===== config.mk =====
export PLATFORM = sky130hd
export DESIGN_NAME = rvv_trap_drain
export DESIGN_NICKNAME = d
export VERILOG_FILES = /design/src/rtl/rvv_trap_drain.sv
export SDC_FILE = /design/constraint.sdc
export NUM_CORES = 1
export LEC_CHECK = 0
export BUFFER_PORTS_ARGS = -buffer_cell sky130_fd_sc_hd__buf_2
export CAP_MARGIN = 20
export CORE_MARGIN = 8
export CORE_UTILIZATION = 55
export DETAILED_ROUTE_END_ITERATION = 16
export PLACE_DENSITY = 0.8
export RECOVER_POWER = 25
export SETUP_SLACK_MARGIN = 0.15
export SLEW_MARGIN = 10
export SYNTH_ARGS = -nofsm -noshare
export SYNTH_HDL_FRONTEND = slang
export SYNTH_SLANG_ARGS = --single-unit

===== constraint.sdc =====
create_clock -name clk -period 3.4 [get_ports clk]
set_input_delay 0.51 -clock clk [delete_from_list [all_inputs] [get_ports clk]]
set_output_delay 0.51 -clock clk [all_outputs]
set_load 0.02 [all_outputs]

===== src/rtl/rvv_trap_drain.sv =====
// Vector-unit trap drain controller: stalls the command queue, waits for the pipeline
// to go quiet, handshakes the trap with the scalar core and offers a vcsr snapshot.
module rvv_trap_drain #(
  parameter int unsigned ISSUE_LANE    = 2,
  parameter int unsigned VCSR_W        = 32,
  parameter int unsigned DRAIN_TIMEOUT = 255
) (
  input  logic                  clk,
  input  logic                  rst,
  input  logic                  trap_valid_rvs2rvv,
  output logic                  trap_ready_rvv2rvs,
  input  logic [ISSUE_LANE-1:0] cmdq_push,
  input  logic                  cmd_q_empty,
  input  logic                  uop_q_empty,
  input  logic                  alu_rs_empty,
  input  logic                  mul_rs_empty,
  input  logic                  div_rs_empty,
  input  logic                  pmtrdt_rs_empty,
  input  logic                  lsu_rs_empty,
  input  logic                  rob_empty,
  input  logic                  vrf_wr_busy,
  input  logic                  rt_vcsr_valid,
  input  logic [VCSR_W-1:0]     rt_vcsr_data,
  output logic                  vcsr_valid,
  output logic [VCSR_W-1:0]     vcsr_data,
  input  logic                  vcsr_ready,
  output logic                  cmdq_stall,
  output logic                  rvv_idle,
  output logic                  drain_err
);

  typedef enum logic [2:0] {StIdle, StDrain, StAck, StVcsr, StRelease} state_e;

  localparam logic [15:0] TimeoutVal = 16'(DRAIN_TIMEOUT);

  state_e              state_q, state_d;
  logic [1:0]          empty_cnt_q, empty_cnt_d;
  logic [15:0]         drain_cnt_q, drain_cnt_d;
  logic [VCSR_W-1:0]   last_vcsr_q, vcsr_data_q;
  logic                trap_ready_q, vcsr_valid_q, cmdq_stall_q, drain_err_q, rvv_idle_q;
  logic                drain_err_d;
  logic                pipe_empty;

  assign pipe_empty = cmd_q_empty & uop_q_empty & alu_rs_empty & mul_rs_empty &
                      div_rs_empty & pmtrdt_rs_empty & lsu_rs_empty & rob_empty &
                      (cmdq_push == '0) & ~vrf_wr_busy;

  always_comb begin
    state_d     = state_q;
    empty_cnt_d = empty_cnt_q;
    drain_cnt_d = drain_cnt_q;
    drain_err_d = 1'b0;
    unique case (state_q)
      StIdle: begin
        if (trap_valid_rvs2rvv) begin
          state_d     = StDrain;
          empty_cnt_d = 2'd0;
          drain_cnt_d = 16'd0;
        end
      end
      StDrain: begin
        empty_cnt_d = pipe_empty ? empty_cnt_q + 2'd1 : 2'd0;
        // Saturate so the timeout pulse can never fire a second time.
        if (drain_cnt_q != 16'hFFFF) begin
          drain_cnt_d = drain_cnt_q + 16'd1;
          drain_err_d = (drain_cnt_d == TimeoutVal);
        end
        if (!trap_valid_rvs2rvv) begin
          state_d = StIdle;
        end else if (empty_cnt_d == 2'd2) begin
          state_d = StAck;
        end
      end
      StAck:     state_d = StVcsr;
      StVcsr:    if (vcsr_ready) state_d = StRelease;
      StRelease: if (!trap_valid_rvs2rvv) state_d = StIdle;
      default:   state_d = StIdle;
    endcase
  end

  always_ff @(posedge clk) begin
    if (rst) begin
      state_q      <= StIdle;
      empty_cnt_q  <= 2'd0;
      drain_cnt_q  <= 16'd0;
      last_vcsr_q  <= '0;
      vcsr_data_q  <= '0;
      trap_ready_q <= 1'b0;
      vcsr_valid_q <= 1'b0;
      cmdq_stall_q <= 1'b0;
      drain_err_q  <= 1'b0;
      rvv_idle_q   <= 1'b0;
    end else begin
      state_q      <= state_d;
      empty_cnt_q  <= empty_cnt_d;
      drain_cnt_q  <= drain_cnt_d;
      trap_ready_q <= (state_d == StAck);
      vcsr_valid_q <= (state_d == StVcsr);
      cmdq_stall_q <= (state_d != StIdle);
      drain_err_q  <= drain_err_d;
      rvv_idle_q   <= pipe_empty & (state_q == StIdle) & ~trap_valid_rvs2rvv & ~vcsr_ready;
      if (rt_vcsr_valid) begin
        last_vcsr_q <= rt_vcsr_data;
      end
      // Snapshot is taken from the register, so a same-cycle retire update is not included.
      if (state_q == StDrain && state_d == StAck) begin
        vcsr_data_q <= last_vcsr_q;
      end
    end
  end

  assign trap_ready_rvv2rvs = trap_ready_q;
  assign vcsr_valid         = vcsr_valid_q;
  assign vcsr_data          = vcsr_data_q;
  assign cmdq_stall         = cmdq_stall_q;
  assign drain_err          = drain_err_q;
  assign rvv_idle           = rvv_idle_q;

endmodule


==> qor.csv <==
stage;metric;value;unit
clock_network;worst-skew pair later-pin latency;0.36;ns
clock_network;number of hold buffers added after CTS;0;
global_route;vias in the first global route;3136;
placed_design;IO buf count;84;
pwr;static leakage;1.71;nW
floorplan;IO Count;85;
clock_network;Clock Sink Count;90;
cells_and_area;non-filler instance count after layout;584;
worst_setup_path;WS Path Type;primary input to flop;
detailed_routing;ANT nets after route;0;
detailed_routing;DRT Pass-1 Iters;5;
sta;final worst slack;0.926;ns
sta;unrepaired setup endpoints after global routing;no;
run_status;status;finished clean;
worst_setup_path;Reg2Reg Depth;6;
hold_path;hold-critical path depth;3;
cells_and_area;antenna diode count;0;
floorplan;Initial Util;55.9;%
cells_and_area;most frequent cells in the layout;90 x dfxtp_1, 84 x nand2_1, 62 x buf_2;
clock_network;clock root buffer;clkbuf_8;
cells_and_area;Reg area;1800;sq um
floorplan;Die W;98.4;um
sta;Fmax;404;MHz
sta;final setup vio count;0;
sta;min Tclk post-route;2.47;ns
logic_synthesis;FF+latch count, synth;90;
pwr;VDD IR-drop max;0.354;mV
worst_setup_path;CP Cell Sequence;clkbuf_1, buf_4, nor3_1, a221o_1;
logic_synthesis;Mean Syn Cell Area;8.67;sq um
clock_network;CTS buffer count;9;
floorplan;Die H;98.4;um
sta;relative slew slack;5.40;%
worst_setup_path;CP max stage delay;1.00;ns
clock_network;Worst-path clk slew;0.09;ns
cells_and_area;nets;549;
global_route;largest net degree at the start of global routing;51;
job;max_cap viols;0;
worst_setup_path;stages on the worst setup path;4;
cells_and_area;fin util;64.9;%
sta;final period utilization;72.8;%
global_route;initial antenna violation count;0;
sta;Clock Skews;0.00973;ns
logic_synthesis;area leader, netlist;dfxtp_1;
placed_design;Post-DP HPWL;5.96;mm
placed_design;Final GP Congestion;0.830;
logic_synthesis;asr flop ratio synth;0;%
logic_synthesis;Synth Instances;431;
hold_path;HP Class;primary input to flop;
detailed_routing;DRC Markers;0;
cells_and_area;area occupied by multi-input gates;1790;sq um
global_route;first-pass GRT wire length;14.4;mm
detailed_routing;WL per Instance;14.6;um
floorplan;std cell rows;30;
logic_synthesis;Synth Net Count;481;
detailed_routing;Via density;5.53;
worst_setup_path;Worst Setup Start Kind;primary input;
logic_synthesis;Seq/Total Area, Yosys;48.2;%
cells_and_area;most common cell after layout, fill and taps aside;dfxtp_1;
logic_synthesis;ys flop type;dfxtp_1;
sta;Worst Max-Slew Pin Slew;1.42;ns
sta;Max Slew Vio Count;0;
sta;setup_tns;0;ns
placed_design;Setup WS pre-CTS;1.00;ns
worst_setup_path;crit-path max FO;50;
logic_synthesis;number of flops mapped to enable cells by yosys;0;
logic_synthesis;ranking of synthesized cells by area;dfxtp_1 48%, mux2i_1 8.6%, nand2_1 8.4%;
worst_setup_path;CP arrival;2.72;ns
global_route;GRT Overall Usage;17.9;%
detailed_routing;via count;3227;
pwr;P per Cell Area;456;nW/um^2
cells_and_area;P&R area growth vs syn;16.1;%
logic_synthesis;Yosys top cell area share;48.2;%
clock_network;clk buf depth;2;
clock_network;H-Tree Depth;3;
worst_setup_path;Top delay family on crit path;buffers and inverters;
worst_setup_path;crit end category;flop;
cells_and_area;fill cell total of the finished layout;567;
clock_network;post_cts resized;0;
sta;Hold Fails Final Rpt;0;
clock_network;Setup Buffers After CTS;0;
logic_synthesis;Ys Warns;0;
global_route;GR Overflow Total;0;
worst_setup_path;WP data required;3.65;ns
clock_network;CTS tree;built;
worst_setup_path;CP bufs+invs;2;
detailed_routing;Initial DRC Count;250;
floorplan;CORE AREA;6680;sq um
floorplan;DIE AREA;9690;sq um
logic_synthesis;Synth Cell Area;3740;sq um
detailed_routing;Routed WL;8.55;mm
placed_design;placed insts;567;
cells_and_area;share of layout cells above drive strength 1;18.7;%
logic_synthesis;Yosys cell types;54;
worst_setup_path;critical path's slowest cell;clkbuf_1;
==> report_power, final <==
part	internal (mW)	leakage [nW]	switching, mW
Sequential	1.08	0.732	0.0161
Combinational	0.0544	0.881	0.0686
Clock	0.352	0.0959	0.409
Total	1.49	1.71	0.493
==> through the flow <==
| stage | power [mW] | hold WS, ns | instance area [sq um] |
|---|---|---|---|
| 4_1_cts | 1.99 | 0.371 | 4350 |
| 3_5_place_dp | 1.24 | 0.444 | 4140 |
| 5_1_grt | 2.05 | 0.371 | 4340 |
| 6_report | 1.98 | 0.379 | 4340 |
| 3_3_place_gp | 1.24 | 0.434 | 4140 |
| 2_1_floorplan | 1.19 | 0.436 | 3740 |
==> synthesized netlist by cell type (5+ instances only) <==
master / n
nor3_1: 5
o21ai_0: 7
nand2_1: 84
nor2_1: 44
buf_1: 6
buf_2: 5
mux2i_1: 32
a31oi_1: 8
a21oi_1: 48
dfxtp_1: 90
nand4_1: 8
clkbuf_1: 16
nand3_1: 9
==> routing by layer <==
| layer | wire [um] | global-route usage [%] | up-vias |
|---|---|---|---|
| met3 | 478 | 6.13 | 9 |
| li1 | - | - | 1632 |
| met2 | 4160 | 29.9 | 81 |
| met4 | 102 | 5.19 | 0 |
| met5 | 0 | 0 | - |
| met1 | 3810 | 21.1 | 1505 |
==> logic make-up (layout without fill, tap and decap cells) <==
kind of cell | count (synthesis) | in the layout | synth area share (%)
AO/OA/AOI/OAI | 82 | 82 | 13.3
XOR/XNOR | 6 | 6 | 1.41
adder cells (fa/ha/maj) | 2 | 2 | 0.670
buffers and inverters | 33 | 106 | 3.88
flip-flops | 90 | 90 | 48.2
multiplexers | 33 | 33 | 8.87
AND/OR/NAND/NOR | 185 | 185 | 23.6
==> worst min-delay path: cells and delay by family <==
kind | cells | cell delay, ns
buffers and inverters | 1 | 0.07
multiplexers | 1 | 0.05
AND/OR/NAND/NOR | 1 | 0.07
==> path summary, 6_finish.rpt <==
| path | startpoint | slack [ns] | end |
|---|---|---|---|
| hold / removal | rt_vcsr_data[17] | 0.38 | last_vcsr_q[17] |
| setup / recovery | rst | 0.93 | drain_cnt_q[11] |
| setup reg to reg | drain_cnt_q[1] | 1.03 | drain_cnt_q[11] |
| hold reg to reg | vcsr_data[14] | 0.45 | vcsr_data[14] |
==> flip-flops by register name, indices dropped and copies added, names as in the netlist <==
register / flops
cmdq_stall: 1
drain_cnt_q: 16
vcsr_valid: 1
state_q: 3
last_vcsr_q: 32
drain_err: 1
rvv_idle: 1
trap_ready_rvv2rvs: 1
empty_cnt_q: 2
vcsr_data: 32
==> layout make-up <==
| class | count | share of cell area (%) |
|---|---|---|
| Clock buffer | 9 | 2.86 |
| Clock inverter | 7 | 1.93 |
| Inverter | 3 | 0.260 |
| Multi-Input combinational cell | 308 | 41.4 |
| Sequential cell | 90 | 41.5 |
| Tap cell | 80 | 2.31 |
| Timing Repair Buffer | 87 | 9.75 |
Power figures use the tool's default switching activity.
